**src/rtl/logic_unit_pkg.sv**
```systemverilog
// Shared definitions for the pipelined bitwise logic unit.
//   OP_W        : width of the in_op field (bits [2:0] gate select, bit 3 accumulate)
//   OP_ACC_BIT  : position of the accumulate-mode flag inside in_op
//   op_e        : the eight gate operations
package logic_unit_pkg;

  localparam int unsigned OP_W       = 4;
  localparam int unsigned OP_ACC_BIT = 3;

  typedef enum logic [2:0] {
    OpAnd  = 3'd0,
    OpOr   = 3'd1,
    OpNotA = 3'd2,
    OpBufA = 3'd3,
    OpXor  = 3'd4,
    OpNand = 3'd5,
    OpNor  = 3'd6,
    OpXnor = 3'd7
  } op_e;

endpackage

```
**src/rtl/logic_unit_core.sv**
```systemverilog
// Combinational WIDTH-bit gate function.
// Ports:
//   op : gate select (op_e)
//   a  : operand A
//   b  : operand B (unused by NOT A / BUF A)
//   y  : result
module logic_unit_core
  import logic_unit_pkg::*;
#(
  parameter int unsigned WIDTH = 4
) (
  input  op_e              op,
  input  logic [WIDTH-1:0] a,
  input  logic [WIDTH-1:0] b,
  output logic [WIDTH-1:0] y
);

  always_comb begin
    y = '0;
    unique case (op)
      OpAnd:  y = a & b;
      OpOr:   y = a | b;
      OpNotA: y = ~a;
      OpBufA: y = a;
      OpXor:  y = a ^ b;
      OpNand: y = ~(a & b);
      OpNor:  y = ~(a | b);
      OpXnor: y = ~(a ^ b);
    endcase
  end

endmodule

```
**src/rtl/logic_unit_pipe.sv**
```systemverilog
// Two-stage pipelined bitwise logic unit with valid/ready on both sides.
// Stage 1 registers the operands; the gate function sits between stage 1 and
// the output register. In accumulate mode (in_op[3]) operand B is replaced by
// the accumulator, which captures every computed result.
// Optional feature macro: LOGIC_UNIT_PARITY_EN adds out_par (even parity of out_data).
// Ports:
//   clk, rst_n          : clock, asynchronous active-low reset
//   in_valid/in_ready   : operand handshake (in_ready is combinational from out_ready)
//   in_op, A, B         : operation and operands
//   acc_clr             : synchronous accumulator clear
//   out_valid/out_ready : result handshake
//   out_data            : result
//   out_par             : parity of out_data (LOGIC_UNIT_PARITY_EN only)
//   out_cnt             : wrapping count of results accepted downstream
module logic_unit_pipe
  import logic_unit_pkg::*;
#(
  parameter int unsigned WIDTH = 4,
  parameter int unsigned CNT_W = 8
) (
  input  logic             clk,
  input  logic             rst_n,
  input  logic             in_valid,
  output logic             in_ready,
  input  logic [OP_W-1:0]  in_op,
  input  logic [WIDTH-1:0] A,
  input  logic [WIDTH-1:0] B,
  input  logic             acc_clr,
  output logic             out_valid,
  input  logic             out_ready,
  output logic [WIDTH-1:0] out_data,
`ifdef LOGIC_UNIT_PARITY_EN
  output logic             out_par,
`endif
  output logic [CNT_W-1:0] out_cnt
);

  logic             s1_valid_q;
  logic [OP_W-1:0]  s1_op_q;
  logic [WIDTH-1:0] s1_a_q, s1_b_q;
  logic             s2_valid_q;
  logic [WIDTH-1:0] s2_data_q;
  logic [WIDTH-1:0] acc_q, acc_d;
  logic [CNT_W-1:0] cnt_q, cnt_d;

  logic             s2_en, s1_en, xfer;
  logic [WIDTH-1:0] b_eff, y;

  assign s2_en = !s2_valid_q || out_ready;
  assign s1_en = !s1_valid_q || s2_en;
  assign xfer  = s1_valid_q && s2_en;

  // Registers are already clear under reset; the explicit term keeps in_ready
  // high for the whole reset window regardless of out_ready.
  assign in_ready = s1_en || !rst_n;

  // Accumulate mode reads acc at transfer time, so a chained op sees the
  // result written at the previous edge.
  assign b_eff = s1_op_q[OP_ACC_BIT] ? acc_q : s1_b_q;

  logic_unit_core #(
    .WIDTH(WIDTH)
  ) u_core (
    .op(op_e'(s1_op_q[2:0])),
    .a (s1_a_q),
    .b (b_eff),
    .y (y)
  );

  always_comb begin
    acc_d = acc_q;
    if (acc_clr) begin
      acc_d = '0;  // clear wins over a same-cycle load
    end else if (xfer) begin
      acc_d = y;
    end
    cnt_d = cnt_q;
    if (s2_valid_q && out_ready) begin
      cnt_d = cnt_q + 1'b1;
    end
  end

  always_ff @(posedge clk or negedge rst_n) begin
    if (!rst_n) begin
      s1_valid_q <= 1'b0;
      s1_op_q    <= '0;
      s1_a_q     <= '0;
      s1_b_q     <= '0;
      s2_valid_q <= 1'b0;
      s2_data_q  <= '0;
      acc_q      <= '0;
      cnt_q      <= '0;
    end else begin
      if (s1_en) begin
        s1_valid_q <= in_valid;
        if (in_valid) begin
          s1_op_q <= in_op;
          s1_a_q  <= A;
          s1_b_q  <= B;
        end
      end
      if (s2_en) begin
        s2_valid_q <= s1_valid_q;
      end
      if (xfer) begin
        s2_data_q <= y;
      end
      acc_q <= acc_d;
      cnt_q <= cnt_d;
    end
  end

`ifdef LOGIC_UNIT_PARITY_EN
  logic par_q;

  always_ff @(posedge clk or negedge rst_n) begin
    if (!rst_n) begin
      par_q <= 1'b0;
    end else if (xfer) begin
      par_q <= ^y;
    end
  end

  assign out_par = par_q;
`endif

  assign out_valid = s2_valid_q;
  assign out_data  = s2_data_q;
  assign out_cnt   = cnt_q;

endmodule
```
**config.mk**
```make
export PLATFORM = sky130hd
export DESIGN_NAME = logic_unit_pipe
export DESIGN_NICKNAME = d
export VERILOG_FILES = /design/src/rtl/logic_unit_pkg.sv /design/src/rtl/logic_unit_core.sv /design/src/rtl/logic_unit_pipe.sv
export SDC_FILE = /design/constraint.sdc
export NUM_CORES = 1
export LEC_CHECK = 0
export BUFFER_PORTS_ARGS = -buffer_cell sky130_fd_sc_hd__buf_2
export CAP_MARGIN = 15
export CORE_MARGIN = 2
export CORE_UTILIZATION = 31
export DETAILED_ROUTE_END_ITERATION = 8
export PLACE_DENSITY = 0.57
export SYNTH_ARGS = -nofsm -noshare
export SYNTH_HDL_FRONTEND = slang
export SYNTH_SLANG_ARGS = --single-unit
```
**constraint.sdc**
```tcl
create_clock -name clk -period 4.5 [get_ports clk]
set_input_delay 1.35 -clock clk [delete_from_list [all_inputs] [get_ports clk]]
set_output_delay 1.35 -clock clk [all_outputs]
set_load 0.1 [all_outputs]
```
=== After elaboration in Yosys (flattened, before gate mapping) ===
Cells that the tools add are included.

* Output and inout bits: 14
* Word-level logic and storage cells: 38
* Input bits: 17
* Bits in registers: 30

* Mux-type cells: 4
* Add/subtract/negate cells: 1
* Bitwise logic cells: 7
* Reductions and logical operators: 11
* Equal/unequal tests: 7

{| class="wikitable"
|+ Operators with widths
! cell !! number
|-
| case mux 4 bit (8 select lines) || 1
|-
| inverter 4 bit || 4
|-
| equality test 3 bit, second input constant || 4
|-
| two-way mux 4 bit || 3
|-
| adder 8 x 1 -> 8 bit, second input constant || 1
|-
| equality test 3 x 2 -> 1 bit, second input constant || 2
|-
| AND 4 bit || 1
|-
| bitwise OR 4 bit || 1
|-
| XOR 4 bit || 1
|-
| equality test 3 x 1 -> 1 bit, second input constant || 1
|-
| zero test 1 bit || 3
|-
| zero test 3 bit || 1
|-
| logical OR 1 bit || 3
|-
| logical AND 1 bit || 2
|-
| AND reduction 2 bit || 1
|-
| nonzero test 2 bit || 1
|}

=== Depth between registers and ports, before layout ===
* Word-level depth: 6
* Depth in mapped cells: 8
* Mapped depth without buffers: 7

=== By module ===
A second synthesis with hierarchy kept.

* Cells, all modules: 164
* Area, all modules: 1,754.2 µm²

{| class="wikitable"
|+ By module, submodules not included
! module !! cells each !! area each (µm²) !! sequential area each (µm²) !! instances
|-
| logic_unit_pipe || 97 || 1,282.5 || 750.7 || 1
|-
| logic_unit_core || 67 || 471.7 || 0.0 || 1
|}

=== Worst setup path after synthesis ===
Ideal clock, no wire load.

* Kind: input to output
* Start point: in out_ready
* End point: out in_ready
* Slack: 0.741 ns
* Stages: 2
* Path buffers: 0
* Arrival: 2.409 ns
* Data required time: 3.150 ns
* Cell sequence: nor2b_1 > nand3_1

* Word-level cells in the longest chain between the ends: 3

{| class="wikitable"
|+ RTL lines
! element !! line !! RTL
|-
| from (decl) || logic_unit_pipe.sv:30 || <nowiki>input logic out_ready,</nowiki>
|-
| logical OR 1 bit || logic_unit_pipe.sv:49 || <nowiki>assign s2_en = !s2_valid_q || out_ready;</nowiki>
|-
| logical OR 1 bit || logic_unit_pipe.sv:50 || <nowiki>assign s1_en = !s1_valid_q || s2_en;</nowiki>
|-
| logical OR 1 bit || logic_unit_pipe.sv:55 || <nowiki>assign in_ready = s1_en || !rst_n;</nowiki>
|-
| to (decl) || logic_unit_pipe.sv:24 || <nowiki>output logic in_ready,</nowiki>
|}

Every way passes these cells.

=== Final worst setup path ===
Same ends and word-level chain as after synthesis.

==> impl_metrics.env <==
export IMPL_status="complete, no violations"
export IMPL_cts_buffer_depth=2
export IMPL_synth_edf_count=0
export IMPL_drt_iter0_markers=26
export IMPL_synthCells=158
export IMPL_clock_sinks=30
export IMPL_antennaDiodeCount=0
export IMPL_grt_max_degree=31
export IMPL_async_reset_ff_share_pct=100
export IMPL_boundaryPins=31
export IMPL_muxShareOfSynthArea_pct=13.5
export IMPL_relSlewSlack_pct=50.6
export IMPL_final_hold_viol_count=0
export IMPL_postCtsResizedCells=0
export IMPL_grt_pass1_vias=1147
export IMPL_synthXorXnorAreaFrac_pct=3.75
export IMPL_synth_nets=184
export IMPL_die_area_um2=5880
export IMPL_fin_util_pct=37.8
export IMPL_synth_avg_cell_area_um2=10.4
export IMPL_fmax_mhz=279
export IMPL_r2r_slack_ns=2.35
export IMPL_design_area_um2=1930
export IMPL_stdcell_count=258
export IMPL_netlist_area_um2=1640
export IMPL_endpoint_kind="output pin"
export IMPL_peakVddDrop_v=0.000263
export IMPL_num_fill_cells=527
export IMPL_p_sw_mw=0.588
export IMPL_p_sw_share_pct=49.9
export IMPL_die_w_um=76.7
export IMPL_drt_pre_antenna_iters=4
export IMPL_synth_top_family_by_area="simple AND/OR/NAND/NOR gates"
export IMPL_place_detailed_hpwl_um=2410
export IMPL_register_area_um2=751
export IMPL_multiInputGateArea_um2=800
export IMPL_ant_nets=0
export IMPL_clk_pin_slew_worst_paths_ns=0.07
export IMPL_track_usage_pct=12.0
export IMPL_finClkSkew_ns=0.00702
export IMPL_worst_slew_pin_slew_ns=0.741
export IMPL_die_y_um=76.7
export IMPL_postCtsHoldBufs=0
export IMPL_htreeDepth=2
export IMPL_clock_latency_ns=0.28
export IMPL_viasPerCell=4.74
export IMPL_critPathArrivalTime_ns=2.23
export IMPL_path_max_fanout=7
export IMPL_antenna_found_initial=0
export IMPL_hold_class="reg -> reg"
export IMPL_cts_buffers=5
export IMPL_reg2reg_depth=6
export IMPL_intPower_mw=0.590
export IMPL_cts_tree="done"
export IMPL_yosys_warnings=0
export IMPL_overflow=0
export IMPL_clockPowerShare_pct=19.3
export IMPL_synthAdderAreaFrac_pct=6.88
export IMPL_syn_to_final_growth_pct=18.0
export IMPL_yosysSeqAreaShare_pct=45.9
export IMPL_tns_ns=0
export IMPL_worstPathRequired_ns=3.15
export IMPL_start_util_pct=32.0
export IMPL_post_drt_wl_per_cell_um=12.4
export IMPL_min_delay_start="out_cnt[7]"
export IMPL_routed_wl_um=3190
export IMPL_rsz0062_at_grt="false"
export IMPL_dpl_cell_area_um2=1840
export IMPL_finalSetupViolCount=0
export IMPL_synthDistinctLibCells=32
export IMPL_rows=26
export IMPL_reg2reg_to="acc_q[3]"
export IMPL_power_density_nw_per_um2=610
export IMPL_core_area_um2=5110
export IMPL_postCtsSetupBuffers=0
export IMPL_criticalPathCategory="in -> out"
export IMPL_drv_cap=0
export IMPL_cts_root_buf="clkbuf_8"
export IMPL_synth_compound_area_share_pct=9.40
export IMPL_drc=0
export IMPL_port_buffers=30
export IMPL_min_period_ns=3.58
export IMPL_grt_pass1_wl_um=5510
export IMPL_slew_violations=0
export IMPL_crit_path_start_kind="primary input"
export IMPL_combinationalPowerShare_pct=46.5
export IMPL_power_leakage_nw=0.936
export IMPL_mostFrequentLayoutCells="dfrtp_1 (30), buf_2 (30), nand2_1 (20)"
export IMPL_worstReg2RegStart="s1_op_q[3]"
export IMPL_critical_path_startpoint="out_ready"
export IMPL_via_count=1223
export IMPL_gp_congestion=0.728
export IMPL_dp_cells=250
export IMPL_design_final_nets=213
export IMPL_crit_path_end="in_ready"
export IMPL_seq_power_share_pct=34.1
export IMPL_yosys_register_bits=30
export IMPL_dominantRegCellSynth="dfrtp_1"
export IMPL_drive_gt1_share_pct=31.4
export IMPL_yosys_area_share_simple_pct=15.4
export IMPL_finalCritPeriodShare_pct=79.6
sequential cells by signal (all words and copies together), names as in the netlist:
name and cells:
acc_q 4, out_cnt 8, out_data 4, out_valid 1, s1_a_q 4, s1_b_q 4
s1_op_q 4, s1_valid_q 1
worst max-delay path, stage by stage:
cell and delay, ns:
buf_2 0.11, nor2b_1 0.32, nand3_1 0.14, buf_2 0.31
logic make-up (layout without fill, tap and decap cells):
kind of cell | Yosys count | after routing
AND/OR/NAND/NOR | 51 | 51
AO/OA/AOI/OAI | 22 | 22
multiplexers | 20 | 20
buffers and inverters | 19 | 49
flip-flops | 30 | 30
adder cells (fa/ha/maj) | 9 | 9
XOR/XNOR | 7 | 7
synth_stat cells, types with 2 or more instances:
| cell | count | area [µm²] |
|---|---|---|
| a211oi_1 | 3 | 22.5 |
| a21oi_1 | 7 | 35.0 |
| a31oi_1 | 2 | 12.5 |
| and3_1 | 4 | 25.0 |
| buf_2 | 4 | 20.0 |
| clkbuf_1 | 4 | 15.0 |
| dfrtp_1 | 30 | 751 |
| ha_1 | 9 | 113 |
| inv_1 | 9 | 33.8 |
| mux2_2 | 16 | 180 |
| mux2i_1 | 4 | 40.0 |
| nand2_1 | 20 | 75.1 |
| nand2b_1 | 3 | 18.8 |
| nand3_1 | 3 | 15.0 |
| nand4_1 | 2 | 12.5 |
| nor2_1 | 3 | 11.3 |
| nor2b_1 | 4 | 25.0 |
| nor3_1 | 6 | 30.0 |
| nor4_1 | 4 | 25.0 |
| o31a_2 | 2 | 20.0 |
| o31ai_1 | 3 | 22.5 |
| xnor2_1 | 5 | 43.8 |
| xor2_1 | 2 | 17.5 |
worst min-delay path by stage:
stage                     slack (ns)  depth (start not counted)     endpoint
after global routing            0.49                          2  out_data[3]
after global placement          0.45                          2  out_data[1]
after floorplan                 0.48                          1    s1_b_q[0]
after CTS                       0.47                          1   out_cnt[7]
final                           0.47                          1   out_cnt[7]
after detailed placement        0.46                          2  out_data[0]
final cells by class:
class,instances,share of cell area [%]
flip-flops and latches,30,38.9
inverters,10,2.07
well taps,70,4.54
multi-input cells,109,41.4
clock inverters,2,0.648
clock buffers,6,4.28
repair buffers,31,8.17
per-stage QoR:
| step | setup WS, ns | hold slack, ns | total power, mW |
|---|---|---|---|
| after CTS | 0.913 | 0.474 | 1.19 |
| after global placement | 0.935 | 0.453 | 0.956 |
| after floorplan | 0.741 | 0.479 | 0.866 |
| after detailed placement | 0.920 | 0.460 | 0.960 |
| after global routing | 0.827 | 0.490 | 1.25 |
| final | 0.918 | 0.470 | 1.18 |
power by group through the flow:
stage,logic [mW],clock network (mW),registers [mW]
after detailed placement,0.553,0,0.407
final,0.548,0.228,0.402
after floorplan,0.189,0,0.677
after global routing,0.583,0.253,0.414
after global placement,0.550,0,0.405
after CTS,0.554,0.237,0.403
routing by layer:
metal | track usage (%) | share of wire, %
met5 | 0 | 0
met2 | 17.6 | 43
met4 | 6.00 | 2.3
met1 | 16.3 | 49
met3 | 3.06 | 5.0
(Power assumes the default switching activity.)
